[src/rtl/grid_cell_to_pixel.sv]
// grid_cell_to_pixel: row-major board-cell index -> sprite pixel anchor (x,y).
// Sequential row/col decode with no multiplier or divider, then a registered move.
//
// Ports:
//   clk, rst          clock; asynchronous active-high reset
//   cell_in           target cell index (row*COLS+col)
//   cell_valid        request strobe; taken when cell_valid & cell_ready
//   cell_ready        high only while idle
//   frame_tick        one pulse per video frame (drives the slide animation)
//   pix_x, pix_y      current sprite anchor; 0 until the first placement
//   pix_en            sprite has been placed at least once since reset
//   busy              decoding or moving
//   done              one-cycle pulse when the sprite reaches its target
//   err               one-cycle pulse when an out-of-range cell is requested
//
// Optional feature: define GRID_CELL_ANIM_EN to slide the sprite STEP pixels
// per axis per frame_tick instead of jumping straight to the target.
module grid_cell_to_pixel #(
    parameter int COLS     = 3,
    parameter int ROWS     = 3,
    parameter int ORIGIN_X = 200,
    parameter int ORIGIN_Y = 75,
    parameter int PITCH_X  = 225,
    parameter int PITCH_Y  = 160,
    parameter int POS_W    = 4,
    parameter int PIX_W    = 10,
    parameter int STEP     = 4
) (
    input  logic             clk,
    input  logic             rst,
    input  logic [POS_W-1:0] cell_in,
    input  logic             cell_valid,
    output logic             cell_ready,
    input  logic             frame_tick,
    output logic [PIX_W-1:0] pix_x,
    output logic [PIX_W-1:0] pix_y,
    output logic             pix_en,
    output logic             busy,
    output logic             done,
    output logic             err
);

    typedef enum logic [1:0] {
        IDLE,
        DECODE,
        MOVE
    } state_t;

    // One extra bit so ROWS*COLS == 2**POS_W still compares correctly.
    localparam logic [POS_W:0]   N_CELLS = (POS_W+1)'(ROWS * COLS);
    localparam logic [POS_W-1:0] COLS_P  = POS_W'(COLS);
    localparam logic [PIX_W-1:0] OX      = PIX_W'(ORIGIN_X);
    localparam logic [PIX_W-1:0] OY      = PIX_W'(ORIGIN_Y);
    localparam logic [PIX_W-1:0] PX      = PIX_W'(PITCH_X);
    localparam logic [PIX_W-1:0] PY      = PIX_W'(PITCH_Y);

    state_t           state_q, state_d;
    logic [POS_W-1:0] rem_q, rem_d;
    logic [PIX_W-1:0] tx_q, tx_d;
    logic [PIX_W-1:0] ty_q, ty_d;
    logic [PIX_W-1:0] px_q, px_d;
    logic [PIX_W-1:0] py_q, py_d;
    logic             en_q, en_d;
    logic             done_q, done_d;
    logic             err_q, err_d;
    logic             at_tgt;

`ifdef GRID_CELL_ANIM_EN
    localparam logic [PIX_W-1:0] STEP_P = PIX_W'(STEP);

    // Move one axis toward its target by at most STEP_P, never overshooting.
    function automatic logic [PIX_W-1:0] step_to(
        input logic [PIX_W-1:0] cur,
        input logic [PIX_W-1:0] tgt
    );
        logic [PIX_W-1:0] d;
        if (tgt > cur) begin
            d = tgt - cur;
            return cur + ((d > STEP_P) ? STEP_P : d);
        end else begin
            d = cur - tgt;
            return cur - ((d > STEP_P) ? STEP_P : d);
        end
    endfunction
`else
    // frame_tick and STEP only matter for the slide animation.
    logic unused_anim;
    assign unused_anim = frame_tick ^ (STEP == 0);
`endif

    assign at_tgt = en_q && (px_q == tx_q) && (py_q == ty_q);

    always_ff @(posedge clk or posedge rst) begin
        if (rst) begin
            state_q <= IDLE;
            rem_q   <= '0;
            tx_q    <= '0;
            ty_q    <= '0;
            px_q    <= '0;
            py_q    <= '0;
            en_q    <= 1'b0;
            done_q  <= 1'b0;
            err_q   <= 1'b0;
        end else begin
            state_q <= state_d;
            rem_q   <= rem_d;
            tx_q    <= tx_d;
            ty_q    <= ty_d;
            px_q    <= px_d;
            py_q    <= py_d;
            en_q    <= en_d;
            done_q  <= done_d;
            err_q   <= err_d;
        end
    end

    always_comb begin
        state_d = state_q;
        rem_d   = rem_q;
        tx_d    = tx_q;
        ty_d    = ty_q;
        px_d    = px_q;
        py_d    = py_q;
        en_d    = en_q;
        done_d  = 1'b0;
        err_d   = 1'b0;
        unique case (state_q)
            IDLE: begin
                if (cell_valid) begin
                    if ({1'b0, cell_in} >= N_CELLS) begin
                        err_d = 1'b1;
                    end else begin
                        rem_d   = cell_in;
                        tx_d    = OX;
                        ty_d    = OY;
                        state_d = DECODE;
                    end
                end
            end
            DECODE: begin
                // Rows first by repeated subtraction, then columns.
                if (rem_q >= COLS_P) begin
                    rem_d = rem_q - COLS_P;
                    ty_d  = ty_q + PY;
                end else if (rem_q != '0) begin
                    rem_d = rem_q - 1'b1;
                    tx_d  = tx_q + PX;
                end else begin
                    state_d = MOVE;
                end
            end
            MOVE: begin
                if (at_tgt) begin
                    done_d  = 1'b1;
                    state_d = IDLE;
                end else if (!en_q) begin
                    // First placement always jumps.
                    px_d = tx_q;
                    py_d = ty_q;
                    en_d = 1'b1;
`ifdef GRID_CELL_ANIM_EN
                end else if (frame_tick) begin
                    px_d = step_to(px_q, tx_q);
                    py_d = step_to(py_q, ty_q);
                end
`else
                end else begin
                    px_d = tx_q;
                    py_d = ty_q;
                end
`endif
            end
            default: state_d = IDLE;
        endcase
    end

    assign cell_ready = (state_q == IDLE);
    assign busy       = (state_q != IDLE);
    assign pix_x      = px_q;
    assign pix_y      = py_q;
    assign pix_en     = en_q;
    assign done       = done_q;
    assign err        = err_q;

endmodule
[config.mk]
export PLATFORM = sky130hd
export DESIGN_NAME = grid_cell_to_pixel
export DESIGN_NICKNAME = d
export VERILOG_FILES = /design/src/rtl/grid_cell_to_pixel.sv
export SDC_FILE = /design/constraint.sdc
export NUM_CORES = 1
export LEC_CHECK = 0
export ABC_CLOCK_PERIOD_IN_PS = 2100
export CAP_MARGIN = 20
export CORE_MARGIN = 1.5
export CORE_UTILIZATION = 25
export CTS_CLUSTER_DIAMETER = 120
export CTS_CLUSTER_SIZE = 12
export DETAILED_ROUTE_END_ITERATION = 6
export PLACE_DENSITY_LB_ADDON = 0.3
export SYNTH_ARGS = -nofsm -noshare
export SYNTH_HDL_FRONTEND = slang
export SYNTH_SLANG_ARGS = --single-unit
[constraint.sdc]
create_clock -name clk -period 2.1 [get_ports clk]
set_input_delay 0.21 -clock clk [delete_from_list [all_inputs] [get_ports clk]]
set_output_delay 0.21 -clock clk [all_outputs]
set_load 0.01 [all_outputs]
* Word level (Yosys, flattened, before mapping)
Cells that the tools add are included.
** Word-level totals
- Word-level logic and storage cells :: 64
- Bits in registers :: 49
** Cells by class
- Bitwise logic cells :: 1
- Mux-type cells :: 25
- Reduce and logical (&&, ||, !) cells :: 11
- Eq/ne operators :: 12
- Magnitude comparators :: 2
- $add $sub $neg :: 4
** Operators by type and width (number)
- $mux W10 :: 7
- $pmux W10 S2 :: 2
- $add A10 B8 Y10 const B :: 2
- $eq A10 B10 Y1 :: 2
- $mux W4 :: 4
- $ne A2 B2 Y1 const B :: 7
- $mux W2 :: 5
- $reduce_and A5 Y1 :: 2
- $pmux W4 S2 :: 1
- $reduce_and A4 Y1 :: 2
- $pmux W2 S3 :: 1
- $mux W1 :: 5
- $ge A4 B2 Y1 const B :: 1
- $ge A4 B4 Y1 const B :: 1
- $reduce_bool A2 Y1 :: 2
- $reduce_bool A4 Y1 :: 1
- $sub A4 B1 Y4 const B :: 1
- $sub A4 B2 Y4 const B :: 1
- $ne A3 B3 Y1 const B :: 1
- $eq A2 B1 Y1 const B :: 1
- $eq A2 B2 Y1 const B :: 1
- $logic_and A1 B1 Y1 :: 2
- $logic_not A2 Y1 :: 1
- $reduce_and A2 Y1 :: 1
- $not A1 Y1 :: 1

* Logic depth before layout (Yosys ltp)
- Word-level depth :: 5
- Depth in mapped cells :: 7

* Worst setup path after synthesis
Ideal clock, no wire load.
- Path kind :: register to register
- Start :: register rem_q[0]
- End :: register tx_q[7]
- Data arrival time :: 1.564 ns
- Path slack :: 0.411 ns
- Stages on the path, launching flop included :: 7
- Setup time :: 0.125 ns
- Clock period less this slack :: 1.689 ns
- Buffers on the path :: 0
- Data required time :: 1.975 ns
- Path through :: dfrtp_1 ha_1 nor3_4 a32oi_4 nor4_2 xnor2_1 nand2_1
** On the way
- Longest elaborated chain between the ends :: 3
- Elaborated cells between the ends (all ways) :: 5
- Those cells by class :: order compare: 1; eq/ne: 2; reduce/logical: 2
** Ends and longest elaborated chain
- from (decl) :: RTL line 58 : logic [POS_W-1:0] rem_q, rem_d;
- from (signal assigned) :: RTL line 106 : rem_q <= rem_d;
- $ge A4 B2 Y1 / $reduce_bool A4 Y1 (equally long branches) :: RTL line 142, 145
- $ne A2 B2 Y1 (no source line)
- $reduce_and A5 Y1 (no source line) *
- to (signal assigned) :: RTL line 107 : tx_q <= tx_d;
- to (decl) :: RTL line 59 : logic [PIX_W-1:0] tx_q, tx_d;
Mark *: on every way between the ends. The rest lies on a longest branch, timed or not.
A chain may end at the register's enable or synchronous reset.

* Final worst setup path
- Start :: register state_q[1]
- End :: output cell_ready
** On the way
- Longest elaborated chain between the ends :: 1
** Ends and longest elaborated chain
- from (decl) :: RTL line 57 : state_t state_q, state_d;
- from (signal assigned) :: RTL line 105 : state_q <= state_d;
- $logic_not A2 Y1 :: RTL line 177 : assign cell_ready = (state_q == IDLE);
- to (decl) :: RTL line 33 : output logic cell_ready,
Every way passes these cells.

==> out/qor.csv <==
stage;metric;value;unit
finish;instances_no_fill;358;
logic_synthesis;synthesis.area;2250;um2
sta;rsz0062_at_grt;false;
critical_path;cp_num_buf_inv;2;
logic_synthesis;synth_largest_area_cell;dfrtp_1;
cts;cts_root_buffer;clkbuf_8;
route;vias;1561;
sta;period_needed;1.92;ns
cts;cts_resized;1;
route;wl_per_cell;13.7;um
global_routing;antenna_found_initial;0;
finish;diodes;0;
placed_design;numPlacedInstances;350;
floorplanning;core;8720;um2
sta;period_share;91.6;%
placed_design;place_congestion;0.785;
sta;slew_headroom;62.9;%
logic_synthesis;avgSynthCellArea;11.2;um2
pwr;powerDensity;1540;nW/um2
hold_path;min_path_type;in -> async;
critical_path;crit_fanout;14;
logic_synthesis;yosysTopAreaCellShare;45.6;%
route;dr.pass1.iters;4;
route;final_antenna_net_count;0;
floorplanning;rows;34;
cts;cts_buffers;5;
placed_design;io_buffers;29;
route;drc;0;
sta;setup_viol;0;
logic_synthesis;synth_cell_types;44;
critical_path;path_cells;buf_4 > nor2_1 > clkdlybuf4s50_1;
critical_path;r2r.worst_path.cells;5;
pwr;finalPower;4.44;mW
route;drt-total-wl;4890;um
global_routing;grt_pass1_wl;8330;um
cts;clk_path_buf_depth;2;
global_routing;grt_max_degree;42;
cts;hold_buffers;0;
status;status;complete, no violations;
global_routing;grt_util_all_layers;11.1;%
critical_path;endpoint_kind;output port;
floorplanning;die_y;97.8;um
critical_path;max_stage_delay;0.60;ns
global_routing;grt_overflow;0;
logic_synthesis;async_reset_ff_share;100;%
sta;drv_slew;0;
critical_path;worst-path-stages;3;
floorplanning;initial_core_util;25.8;%
cts;cts_tree;done;
cts;clk_pin_slew;0.08;ns
cts;clkSinkCount;41;
pwr;vdd_ir_drop_max;0.452;mV
finish;final_common_cell;dfrtp_1;
global_routing;grt_pass1_vias;1574;
critical_path;critPathKind;reg -> out;
job;drv_cap;0;
finish;nNetsFinal;262;
floorplanning;die_width;97.8;um
sta;setup_ws;0.177;ns
floorplanning;ioPinCount;33;
logic_synthesis;synth.top_cells.by_area;dfrtp_1 (46%), xnor2_1 (9.0%), mux2_4 (6.0%);
route;via_per_inst;4.36;
logic_synthesis;synth_edf_count;0;
cts;cts_max_level;2;
sta;setup_tns;0;ns
cts;clock_latency;0.29;ns
critical_path;cp_top_family;buffers and inverters;
placed_design;dp_slack;-0.0610;ns
pwr;leakagePower;1.19;nW
logic_synthesis;ys_ff_latch;41;
finish;final_cell_mix;dfrtp_1 (41), clkdlybuf4s50_1 (29), xnor2_1 (23), buf_4 (23), nor2_1 (17);
sta;finClkSkew;0.0110;ns
sta;max_freq;520;MHz
cts;post_cts.repair.setup_buffers;0;
logic_synthesis;ys_warn_count;0;
critical_path;cp_slowest_cell;clkdlybuf4s50_1;
logic_synthesis;synth_flop_cell;dfrtp_1;
route;drtIter0Drc;87;
critical_path;arrival;1.71;ns
floorplanning;design.die.area;9570;um2
sta;hold_viol_final;0;
critical_path;critPathRequiredTime;1.89;ns
logic_synthesis;synthCells;200;
logic_synthesis;synth_seq_area_share;45.6;%
sta;worst_pin_slew;0.555;ns
finish;synthToLayoutAreaGrowth;28.4;%
placed_design;dp_hpwl;3620;um
finish;drive_above_1_share;24.0;%
critical_path;startpoint_type;flip-flop;
-- kinds of logic (layout without fill, tap and decap cells) --
| group | count (synthesis) | in the layout | synth area share, % |
|---|---|---|---|
| mux | 15 | 15 | 9.01 |
| flops | 41 | 41 | 45.6 |
| compound gates | 29 | 29 | 11.0 |
| xor+xnor | 27 | 27 | 10.5 |
| simple gates | 63 | 63 | 15.7 |
| other cells | 1 | 2 | 0.167 |
| fa+ha+maj | 6 | 6 | 3.23 |
| buf+inv | 18 | 67 | 4.79 |
-- layer usage --
layer / GRT usage (%) / vias to the layer above / routed length [um]
li1: - / 780 / -
met1: 16.4 / 740 / 2510
met2: 16.0 / 35 / 2150
met3: 2.29 / 6 / 143
met4: 3.96 / 0 / 81
met5: 0 / - / 0
-- where the power goes --
part           switching, mW  internal [mW]  total, mW
clock                  0.272          0.357      0.629
sequential             0.276           1.10       1.37
combinational           1.15           1.28       2.43
total                   1.70           2.74       4.44
-- Yosys cell counts, types with 2 or more instances --
| library cell | number |
|---|---|
| and3_1 | 2 |
| nand2_1 | 13 |
| inv_1 | 7 |
| o41ai_1 | 2 |
| nor2b_1 | 2 |
| nand4_1 | 4 |
| and3_2 | 2 |
| nand2b_1 | 4 |
| nand3_1 | 6 |
| buf_6 | 3 |
| nor4_2 | 2 |
| buf_2 | 2 |
| nor3_4 | 2 |
| o21ai_0 | 9 |
| buf_4 | 4 |
| mux2_4 | 9 |
| or3_1 | 2 |
| nor3_1 | 3 |
| a21oi_2 | 2 |
| ha_1 | 5 |
| a21oi_1 | 4 |
| xor2_1 | 4 |
| o211ai_1 | 2 |
| nor2_1 | 17 |
| xnor2_1 | 23 |
| clkbuf_1 | 2 |
| mux2_2 | 6 |
| dfrtp_1 | 41 |
-- registers in the layout (all words and copies together) (netlist names) --
| register | count |
|---|---|
| rem_q | 4 |
| err | 1 |
| pix_x | 10 |
| pix_en | 1 |
| tx_q | 10 |
| done | 1 |
| state_q | 2 |
| pix_y | 6 |
| ty_q | 6 |
-- area by class of cell --
| class | count | area [um2] |
|---|---|---|
| timing repair buffer | 52 | 463 |
| fill | 887 | 5830 |
| inverter | 7 | 26.3 |
| sequential | 41 | 1030 |
| clock inverter | 2 | 38.8 |
| tap | 108 | 135 |
| clock buffer | 6 | 72.6 |
| multi-input combinational | 142 | 1130 |
-- worst reg2reg max path: stages, from the launching register on --
cell and delay, ns:
dfrtp_1 0.40, xor2_1 0.21, nor4_2 0.07, and3_2 0.24
a21oi_4 0.47, mux2_2 0.39
-- worst paths after layout --
| kind | start | endpoint | slack, ns |
|---|---|---|---|
| max | state_q[1] | cell_ready | 0.18 |
| min | rst | pix_y[5] | 0.36 |
| max reg2reg | tx_q[0] | pix_x[7] | 0.20 |
| min reg2reg | pix_en | pix_en | 0.51 |
| max in group asynchronous | rst | pix_x[0] | 1.37 |
| min in group clk | pix_en | pix_en | 0.51 |
-- per-stage QoR --
step / util (%) / instance area (um2) / hold slack, ns
after floorplan: - / 2250 / 0.318
after global placement: 31.8 / 2770 / 0.484
after detailed placement: 31.8 / 2770 / 0.492
after CTS: 33.1 / 2890 / 0.366
after global routing: 33.1 / 2890 / 0.403
final: 33.1 / 2890 / 0.357
Note: power is estimated with default switching activity, not from simulation.
